[src/rtl/spi_pkg.sv]
// Shared SPI definitions: FSM state encoding, data width and the four
// SPI mode codes ({cpol, cpha}) used by both the master and slave side.
package spi_pkg;

  localparam int SPI_DW = 8;
  localparam int SPI_BW = $clog2(SPI_DW);

  typedef enum logic [1:0] {
    IDLE = 2'd0,
    CP0  = 2'd1,
    CP1  = 2'd2
  } spi_state_e;

  // Mode code is {cpol, cpha}
  localparam logic [1:0] SPI_MODE0 = 2'b00;
  localparam logic [1:0] SPI_MODE1 = 2'b01;
  localparam logic [1:0] SPI_MODE2 = 2'b10;
  localparam logic [1:0] SPI_MODE3 = 2'b11;

  function automatic logic mode_cpol(input logic [1:0] mode);
    return mode[1];
  endfunction

  function automatic logic mode_cpha(input logic [1:0] mode);
    return mode[0];
  endfunction

endpackage

[src/rtl/spi_clk_gen.sv]
// Half-period counter for the SPI master. Raises tick on the last cycle
// of every CLK_DIV-cycle half-period while en is high; clears when en=0
// so every transfer starts with a full-length first half-period.
module spi_clk_gen #(
  parameter int CLK_DIV = 50
) (
  input  logic clk,
  input  logic reset,
  input  logic en,
  output logic tick
);

  // CLK_DIV=1 would give a zero-width counter, so keep at least one bit
  localparam int CW = (CLK_DIV > 1) ? $clog2(CLK_DIV) : 1;
  localparam logic [CW-1:0] LAST = CW'(CLK_DIV - 1);

  logic [CW-1:0] cnt_q;
  logic [CW-1:0] cnt_d;

  // Count up while enabled, wrap at the end of each half-period
  always_comb begin
    cnt_d = cnt_q;
    if (!en || (cnt_q == LAST)) begin
      cnt_d = '0;
    end else begin
      cnt_d = cnt_q + 1'b1;
    end
  end

  assign tick = en && (cnt_q == LAST);

  // Counter register
  always_ff @(posedge clk) begin
    if (reset) begin
      cnt_q <= '0;
    end else begin
      cnt_q <= cnt_d;
    end
  end

endmodule

[src/rtl/spi_master.sv]
// Byte-wide SPI master. Shifts tx_data out MSB-first on MOSI while
// capturing MISO, then pulses done with the received byte on rx_data.
// Optional macro SPI_MASTER_MODE_SEL_EN: when defined cpol/cpha select any
// of the four SPI modes; when undefined mode 0 is hard-wired.
// All outputs come straight from flops.
module spi_master
  import spi_pkg::*;
#(
  parameter int CLK_DIV = 50
) (
  input  logic              clk,
  input  logic              reset,
  input  logic              start,
  input  logic [SPI_DW-1:0] tx_data,
  input  logic              cpol,
  input  logic              cpha,
  output logic              ready,
  output logic              done,
  output logic [SPI_DW-1:0] rx_data,
  output logic              SCLK,
  output logic              MOSI,
  input  logic              MISO,
  output logic              SS
);

  localparam logic [SPI_BW-1:0] LAST_BIT = SPI_BW'(SPI_DW - 1);

  spi_state_e state_q, state_d;

  logic [SPI_DW-1:0] tx_sh_q, tx_sh_d;
  logic [SPI_DW-1:0] rx_sh_q, rx_sh_d;
  logic [SPI_BW-1:0] bit_cnt_q, bit_cnt_d;
  logic              cpol_q, cpol_d;
  logic              cpha_q, cpha_d;

  logic [SPI_DW-1:0] rx_data_q, rx_data_d;
  logic              sclk_q, sclk_d;
  logic              mosi_q, mosi_d;
  logic              ss_q, ss_d;
  logic              ready_q, ready_d;
  logic              done_q, done_d;

  logic cpol_in, cpha_in;
  logic tick;
  logic accept;
  logic lead_edge;
  logic trail_edge;
  logic last_edge;

`ifdef SPI_MASTER_MODE_SEL_EN
  assign cpol_in = cpol;
  assign cpha_in = cpha;
`else
  // Mode pins remain on the port list but have no effect in this build
  logic unused_mode;
  assign unused_mode = cpol ^ cpha;
  assign cpol_in     = mode_cpol(SPI_MODE0);
  assign cpha_in     = mode_cpha(SPI_MODE0);
`endif

  spi_clk_gen #(
    .CLK_DIV (CLK_DIV)
  ) u_clk_gen (
    .clk   (clk),
    .reset (reset),
    .en    (state_q != IDLE),
    .tick  (tick)
  );

  // ready_q is high exactly when state_q is IDLE, so it doubles as the
  // idle qualifier for start
  assign accept     = start && ready_q;
  assign lead_edge  = (state_q == CP0) && tick;
  assign trail_edge = (state_q == CP1) && tick;
  assign last_edge  = trail_edge && (bit_cnt_q == LAST_BIT);

  // FSM state register
  always_ff @(posedge clk) begin
    if (reset) begin
      state_q <= IDLE;
    end else begin
      state_q <= state_d;
    end
  end

  // FSM next-state logic: each CP state lasts one full half-period
  always_comb begin
    state_d = state_q;
    case (state_q)
      IDLE:    if (accept) state_d = CP0;
      CP0:     if (tick) state_d = CP1;
      CP1:     if (tick) state_d = (bit_cnt_q == LAST_BIT) ? IDLE : CP0;
      default: state_d = IDLE;
    endcase
  end

  // Shift/sample datapath; which edge samples and which edge shifts
  // depends on the latched cpha
  always_comb begin
    tx_sh_d   = tx_sh_q;
    rx_sh_d   = rx_sh_q;
    bit_cnt_d = bit_cnt_q;
    cpol_d    = cpol_q;
    cpha_d    = cpha_q;
    rx_data_d = rx_data_q;
    if (accept) begin
      tx_sh_d   = tx_data;
      rx_sh_d   = '0;
      bit_cnt_d = '0;
      cpol_d    = cpol_in;
      cpha_d    = cpha_in;
    end
    if (lead_edge) begin
      if (!cpha_q) begin
        rx_sh_d = {rx_sh_q[SPI_DW-2:0], MISO};
      end else begin
        tx_sh_d = tx_sh_q << 1;
      end
    end
    if (trail_edge) begin
      if (cpha_q) begin
        rx_sh_d = {rx_sh_q[SPI_DW-2:0], MISO};
      end else if (!last_edge) begin
        tx_sh_d = tx_sh_q << 1;
      end
      if (!last_edge) begin
        bit_cnt_d = bit_cnt_q + 1'b1;
      end
    end
    if (last_edge) begin
      rx_data_d = rx_sh_d;
    end
  end

  // Datapath registers
  always_ff @(posedge clk) begin
    if (reset) begin
      tx_sh_q   <= '0;
      rx_sh_q   <= '0;
      bit_cnt_q <= '0;
      cpol_q    <= 1'b0;
      cpha_q    <= 1'b0;
    end else begin
      tx_sh_q   <= tx_sh_d;
      rx_sh_q   <= rx_sh_d;
      bit_cnt_q <= bit_cnt_d;
      cpol_q    <= cpol_d;
      cpha_q    <= cpha_d;
    end
  end

  // FSM output logic, computed from the next state so the registered
  // bus pins line up with the state they belong to
  always_comb begin
    ss_d    = (state_d == IDLE);
    ready_d = (state_d == IDLE);
    done_d  = last_edge;
    sclk_d  = (state_d == CP1) ? ~cpol_d : cpol_d;
    mosi_d  = mosi_q;
    if (state_d == IDLE) begin
      mosi_d = 1'b0;
    end else if (!cpha_d) begin
      // cpha=0: current bit is on the wire for the whole bit period
      mosi_d = tx_sh_d[SPI_DW-1];
    end else if (lead_edge) begin
      // cpha=1: next bit is launched on the leading edge and held
      mosi_d = tx_sh_q[SPI_DW-1];
    end
  end

  // Output registers
  always_ff @(posedge clk) begin
    if (reset) begin
      rx_data_q <= '0;
      sclk_q    <= 1'b0;
      mosi_q    <= 1'b0;
      ss_q      <= 1'b1;
      ready_q   <= 1'b1;
      done_q    <= 1'b0;
    end else begin
      rx_data_q <= rx_data_d;
      sclk_q    <= sclk_d;
      mosi_q    <= mosi_d;
      ss_q      <= ss_d;
      ready_q   <= ready_d;
      done_q    <= done_d;
    end
  end

  assign rx_data = rx_data_q;
  assign SCLK    = sclk_q;
  assign MOSI    = mosi_q;
  assign SS      = ss_q;
  assign ready   = ready_q;
  assign done    = done_q;

endmodule
[config.mk]
export PLATFORM = sky130hd
export DESIGN_NAME = spi_master
export DESIGN_NICKNAME = d
export VERILOG_FILES = /design/src/rtl/spi_pkg.sv /design/src/rtl/spi_clk_gen.sv /design/src/rtl/spi_master.sv
export SDC_FILE = /design/constraint.sdc
export NUM_CORES = 1
export LEC_CHECK = 0
export BUFFER_PORTS_ARGS = -buffer_cell sky130_fd_sc_hd__buf_2
export CORE_UTILIZATION = 50
export CTS_CLUSTER_DIAMETER = 50
export CTS_CLUSTER_SIZE = 14
export DETAILED_ROUTE_END_ITERATION = 8
export GPL_TIMING_DRIVEN = 0
export PLACE_DENSITY_LB_ADDON = 0.3
export SETUP_SLACK_MARGIN = 0.02
export SLEW_MARGIN = 15
export SYNTH_ARGS = -nofsm -noshare
export SYNTH_HDL_FRONTEND = slang
export SYNTH_SLANG_ARGS = --single-unit
export TNS_END_PERCENT = 20
[constraint.sdc]
create_clock -name clk -period 2.2 [get_ports clk]
set_input_delay 0.11 -clock clk [delete_from_list [all_inputs] [get_ports clk]]
set_output_delay 0.11 -clock clk [all_outputs]
set_load 0.02 [all_outputs]
Yosys cells after proc, flatten, opt, wreduce, memory -nomap -nowiden:

Cells that the tools add are included.
Widths: inputs -> output; s select.

* register bits: 41
* word-level logic and storage cells: 57

* $add $sub $neg: 2
* equality and inequality tests: 6
* multiplexer cells: 24
* bitwise gates (word level): 1
* reductions and logical operators: 12

Operator list (count)
* $mux 8: 11
* $mux 3: 3
* $add 6x1->6 const B: 1
* $eq 6x6->1 const B: 1
* $mux 1: 6
* $mux 2: 3
* $pmux 2 s3: 1
* $logic_and 1x1->1: 5
* $eq 2x2->1 const B: 2
* $logic_not 2->1: 2
* $reduce_or 2->1: 2
* $add 3x1->3 const B: 1
* $eq 3x3->1 const B: 1
* $eq 2x1->1 const B: 1
* $ne 2x1->1 const B: 1
* $reduce_bool 2->1: 1
* $logic_not 1->1: 1
* $logic_or 1x1->1: 1
* $not 1->1: 1

Logic depth before layout (Yosys ltp):

Gate-level depths: netlist (run 1).

* depth after elaboration: 8
* gate-level depth with buffers: 8
* mapped depth without buffers: 7

Modules after synthesis:

A second synthesis (run 1) with hierarchy kept.

* cell total of the unflattened synthesis: 196
* area total of the unflattened synthesis: 1843.0 sq um

Modules (own cells, without submodules)
* spi_master: times used 1, cells each 167, area an instance 1575.3 sq um, seq. area each 700.7 sq um
* spi_clk_gen: times used 1, cells each 29, area an instance 267.8 sq um, seq. area each 120.1 sq um

Worst setup path after synthesis (run 1):

No wires, ideal clock.

* path type: flip-flop to flip-flop
* start: reg bit_cnt_q[0]
* end: reg bit_cnt_q[0]
* library setup time: 67 ps
* arrival: 1688 ps
* path slack: 445 ps
* cell stages (with the launch flop): 7
* path buffers: 1
* period minus slack after synthesis: 1755 ps
* cells stage by stage: dfxtp_1 -> ha_1 -> ha_1 -> or4_1 -> buf_2 -> or2_1 -> a21oi_2

* word-level cells in the longest chain between the ends: 4
* elaborated cells between the ends (all ways): 6
* classes of those cells: 1 x add/sub; 1 x eq/ne; 3 x mux; 1 x reduce/logical

RTL lines
* start, declared: line spi_master.sv:32 `logic [SPI_BW-1:0] bit_cnt_q, bit_cnt_d;`
* start signal, assigned: line spi_master.sv:146 `bit_cnt_q <= bit_cnt_d;`
* branches (longest 3 deep; another with $add 3x1->3)
* $mux 3 *: line spi_master.sv:120 `if (trail_edge) begin`

Every way passes the cells marked *.
A chain may end at the register's enable or synchronous reset.

Final worst setup path (run 1):

Ends and elaborated chain as after synthesis.

==> results of run 1 <==
sequential cells by signal, indices dropped and copies added, names as in the netlist:
| name | cells |
|---|---|
| ready | 1 |
| SCLK | 1 |
| bit_cnt_q | 3 |
| cpha_q | 1 |
| u_clk_gen.cnt_q | 6 |
| state_q | 2 |
| cpol_q | 1 |
| tx_sh_q | 8 |
| rx_data | 8 |
| done | 1 |
| rx_sh_q | 8 |
| MOSI | 1 |
final timing paths:
path                                         startpoint                       to  slack, ns  cells after the start
worst min register to register  rx_data[4]$_SDFFE_PP0N_  rx_data[4]$_SDFFE_PP0N_       0.45                      2
worst min-delay path                         tx_data[0]    tx_sh_q[0]$_SDFF_PP0_       0.09                      3
worst max-delay path            bit_cnt_q[0]$_SDFF_PP0_  bit_cnt_q[0]$_SDFF_PP0_       0.29                      6
worst max register to register  bit_cnt_q[0]$_SDFF_PP0_  bit_cnt_q[0]$_SDFF_PP0_       0.29                      6
per-layer routing:
metal  wire, um  vias up
met5          0        -
met4        101        0
met3        242       13
met2       2110       59
met1       2386      880
li1           -      916
through the flow:
stage / worst slack [ns] / cells
finish: 0.2878 / 312
global route: 0.1085 / 312
CTS: 0.2922 / 312
detailed placement: 0.3108 / 304
global placement: 0.3230 / 304
floorplan: 0.4455 / 232
cell type report:
| class | count | area [sq um] | share of cell area [%] |
|---|---|---|---|
| tap | 48 | 60.06 | 2.534 |
| inverter | 5 | 18.77 | 0.7920 |
| timing repair buffer | 24 | 120.1 | 5.069 |
| multi-input combinational | 167 | 1106 | 46.67 |
| buffer | 19 | 110.1 | 4.646 |
| sequential | 41 | 820.8 | 34.64 |
| clock inverter | 3 | 65.06 | 2.746 |
| clock buffer | 5 | 68.82 | 2.904 |
cells in the mapped netlist, drive strengths merged (5+ instances only):
library cell	instances	area, sq um
nor3	7	35.03
nor2	26	97.59
dfxtp	41	820.8
clkbuf	6	23.77
buf	12	73.82
nand3	13	70.07
nand2b	9	63.81
nor4	6	37.54
o32ai	5	43.79
a21oi	10	53.80
a311oi	8	70.07
inv	5	18.77
nand2	14	52.55
kinds of logic after synthesis:
group                    after synthesis
AO/OA/AOI/OAI                         55
flip-flops                            41
AND/OR/NAND/NOR                       99
multiplexers                           5
adder cells (fa/ha/maj)                4
XOR/XNOR                               4
buffers and inverters                 24
power breakdown:
| group | leakage, nW | total [W] | switching, W | internal [W] |
|---|---|---|---|---|
| clock | 0.0681 | 0.000720 | 0.000269 | 0.000451 |
| sequential | 0.332 | 0.000768 | 0.0000111 | 0.000757 |
| combinational | 0.613 | 0.000119 | 0.0000738 | 0.0000455 |
| total | 1.01 | 0.00161 | 0.000354 | 0.00125 |
tightest hold or removal path, delay by kind of cell:
| family | cells | cell delay (ns) |
|---|---|---|
| buffers and inverters | 1 | 0.08 |
| and+or+nand+nor | 1 | 0.11 |
| muxes | 1 | 0.05 |
==> metrics.txt, run 1 <==
Avg WL per Cell between 15 and 20 um; std cell rows 22; Vias per Instance roughly 6; hpwl dp approximately 3400 um; fin util 62.38%; crit end category register; Placed Area about 2200 sq um; Lkg Pwr a little over 1 nW; fin crit period between 1.5 and 2 ns; CTS tree built; CTS buffer count 5; die area about 4400 sq um; total gr overflow 0; drt initial violations around 150; number of synthesized flops with an enable pin 0; clock slew at reported path FFs around 0.080 ns; final count of hold timing violations 0; Clock Root Buffer clkbuf_8; share of cells above drive strength 1 about a fifth; most used routing layer met2; synthesized area per cell a little under 9 sq um; Worst Path Required between 2 and 2.5 ns; first-pass GRT wire length approximately 7700 um; fin crit share around 87%; Clock Sinks 41; slowest CP cell or4_1; GR Layer Usage met2 between 30% and 40%; Core Footprint about 3800 sq um; synth warn 0; antenna violations before repair 0; maximum VDD drop around 0.39 mV; pin count of the biggest net entering global routing 14; Synth Area in XOR/XNOR roughly 1.7%; Max H-tree Level 2; Initial Util 54.12%; post-synthesis sequential area ratio between 30 and 40%; post-synthesis register bit count 41; critical path's largest stage delay roughly 0.55 ns; Setup-failing EPs final 0; ys flop type dfxtp_1; Post-Syn Area 2056 sq um; post-synthesis mux area share between 2 and 2.5%; power per cell area ~680 nW/um^2; RePlAce Congestion 0.9546; P&R area growth vs syn 15.28%; Final Max Tran Viols 0; DIE WIDTH between 60 and 70 um; final setup skew 0.004921 ns; post-synthesis simple-gate area fraction a little over a quarter; Setup TNS Final 0 ns; CP Launch Type register; commonest non-fill, non-tap cell in the layout dfxtp_1; worst hold slack 0.09226 ns; post-synthesis compound-gate area fraction approximately 20%; Synth cell types 57; Power Total about 0.0016 W; worst slew pin tran just over 0.5 ns; chip height ~66 um; hold buffer count at cts 0; slew margin rel. roughly 66%; status finished clean; ys async rst share 0%; Max Cap Viol 0; largest family of logic cells by synthesized area simple AND/OR/NAND/NOR gates; met1 Usage GRT 32.38%; met3 usage approximately 5.0%; Ant. Diodes 0; HP Class input pin to register; post-synthesis cell count ~230; # fillers 348; Final nets 281; Final Cell Area approximately 2400 sq um; WL final slightly below 5000 um; GRT Util Overall 23.51%; IO buf count 24; TritonRoute pass-1 iters 4; Post-Synth Adder-Cell Area 2.435%; Setup Fix Bufs, Post-CTS 0; cell family with most CP delay simple AND/OR/NAND/NOR gates; via count approximately 1,900; Post-Syn Nets 250; Critical path buffers and inverters 1; RSZ-0062 raised after global routing false; critical path class register to register; Top Ports 27; clk_lat worst skew 0.30 ns; post-cts resize count 0; drc violations 0; Peak Freq around 520 MHz; number of global-route vias before repair 1,641; worst path cell trace ha_1 > ha_1 > or4_1 > buf_2 > or2_1 > a21oi_2; cell repeated most along the worst path ha_1; Crit path arrival time between 2 and 2.5 ns; most frequent cells in the layout dfxtp_1, buf_2, nor2_1, nand2_1, nand3_1; ANT nets after route 0; CP max FO 6; CTS max path bufs 2
(Power assumes the default switching activity.)
==> run 2: changes to the inputs <==
--- a/config.mk
+++ b/config.mk
@@ -7,6 +7,7 @@
 export LEC_CHECK = 0
 export BUFFER_PORTS_ARGS = -buffer_cell sky130_fd_sc_hd__buf_2
 export CORE_UTILIZATION = 50
+export CTS_BUF_LIST = sky130_fd_sc_hd__clkbuf_16
 export CTS_CLUSTER_DIAMETER = 50
 export CTS_CLUSTER_SIZE = 14
 export DETAILED_ROUTE_END_ITERATION = 8
==> metrics.txt, run 2 (same netlist as run 1, synthesis figures left out) <==
drt initial violations ~140; clock slew at reported path FFs about 0.060 ns; CP Launch Type register; crit end category register; Avg WL per Cell between 15 and 20 um; DIE WIDTH 66.12 um; clk_lat worst skew 0.29 ns; number of global-route vias before repair between 1,500 and 2,000; CTS tree built; worst slew pin tran just over 0.5 ns; first-pass GRT wire length 7845 um; Initial Util between 50 and 60%; Core Footprint roughly 3800 sq um; Ant. Diodes 0; Max H-tree Level 2; final count of hold timing violations 0; maximum VDD drop a little over 0.5 mV; hpwl dp about 3400 um; multi-input logic area 1106 sq um; Top Ports 27; CTS buffer count 5; status finished clean; Final nets roughly 280; Lkg Pwr a little over 1 nW; RSZ-0062 raised after global routing false; die area 4372 sq um; std cell rows 22; Vias per Instance ~6.0; WL final 4805 um; Max Cap Viol 0; CP max FO 8; Setup-failing EPs final 0; via count around 1,900; power per cell area around 750 nW/um^2; TritonRoute pass-1 iters 4; critical path class register to register; Critical path buffers and inverters 3; slowest CP cell dfxtp_1; Reg area between 800 and 900 sq um; commonest non-fill, non-tap cell in the layout dfxtp_1; post-cts resize count 0; fin crit period 1.913 ns; # fillers 334; hold buffer count at cts 0; RePlAce Congestion between 0.9 and 1; P&R area growth vs syn 18.02%; Crit path arrival time 2.09 ns; critical path's largest stage delay around 0.35 ns; IO buf count 24; worst path cell trace inv_1 > ha_1 > and3b_1 > and4_1 > clkbuf_2 > nand2b_1 > inv_1 > a22o_1; Worst Path Required around 2.4 ns; ANT nets after route 0; drc violations 0; antenna violations before repair 0; Clock Sinks slightly above 40; HP Class input pin to register; GRT Util Overall roughly a quarter; Power Total ~0.0018 W; most frequent cells in the layout dfxtp_1, buf_2, nor2_1, nand2_1, nand3_1; pin count of the biggest net entering global routing 14; Final Max Tran Viols 0; fin util roughly 64%; final setup skew about 0.0038 ns; Clock Root Buffer clkbuf_16; total gr overflow 0; fin crit share between 80 and 90%; CTS max path bufs 2; Setup Fix Bufs, Post-CTS 0; slew margin rel. 65.62%; chip height between 60 and 70 um; cell repeated most along the worst path inv_1; Setup TNS Final 0 ns; Peak Freq approximately 520 MHz; share of cells above drive strength 1 between 20% and 30%; cell family with most CP delay simple AND/OR/NAND/NOR gates
-- run 2: path summary, 6_finish.rpt --
check,from,endpoint,slack [ns],depth (start not counted)
min,tx_data[0],tx_sh_q[0]$_SDFF_PP0_,0.11,3
min reg2reg,rx_data[4]$_SDFFE_PP0N_,rx_data[4]$_SDFFE_PP0N_,0.45,2
max,u_clk_gen.cnt_q[1]$_SDFF_PP0_,rx_data[1]$_SDFFE_PP0N_,0.29,8
max reg2reg,u_clk_gen.cnt_q[1]$_SDFF_PP0_,rx_data[1]$_SDFFE_PP0N_,0.29,8
-- run 2: area by class of cell --
type	count	share of cell area, %
Sequential cell	41	33.83
Timing Repair Buffer	24	4.951
Clock buffer	5	5.157
Buffer	19	4.538
Inverter	5	0.7736
Tap cell	48	2.475
Clock inverter	3	2.682
Multi-Input combinational cell	167	45.59
-- run 2: through the flow --
stage          instances  setup WS, ns  instance area, sq um  hold WS (ns)
6_report             312        0.2865                  2426        0.1064
5_1_grt              312        0.1206                  2426        0.1250
4_1_cts              312        0.2920                  2426        0.1154
3_5_place_dp         304        0.3108                  2236        0.4028
3_3_place_gp         304        0.3230                  2236        0.4022
2_1_floorplan        232        0.4455                  2056        0.2416
-- run 2: power by group --
group	internal, W	switching [W]
combinational	0.0000455	0.0000736
sequential	0.000758	0.0000110
clock	0.000647	0.000291
total	0.00145	0.000376
-- run 2: tightest hold or removal path, stage by stage --
cell	delay [ns]
buf_2	0.07
mux2i_1	0.05
nor3_1	0.11
-- run 2: layer usage --
metal	vias up	global-route usage, %	part of all wire, %
met1	884	32.31	46
met5	-	0	0
met3	15	5.172	7.3
met4	0	14.63	3.1
li1	912	-	-
met2	71	34.57	43
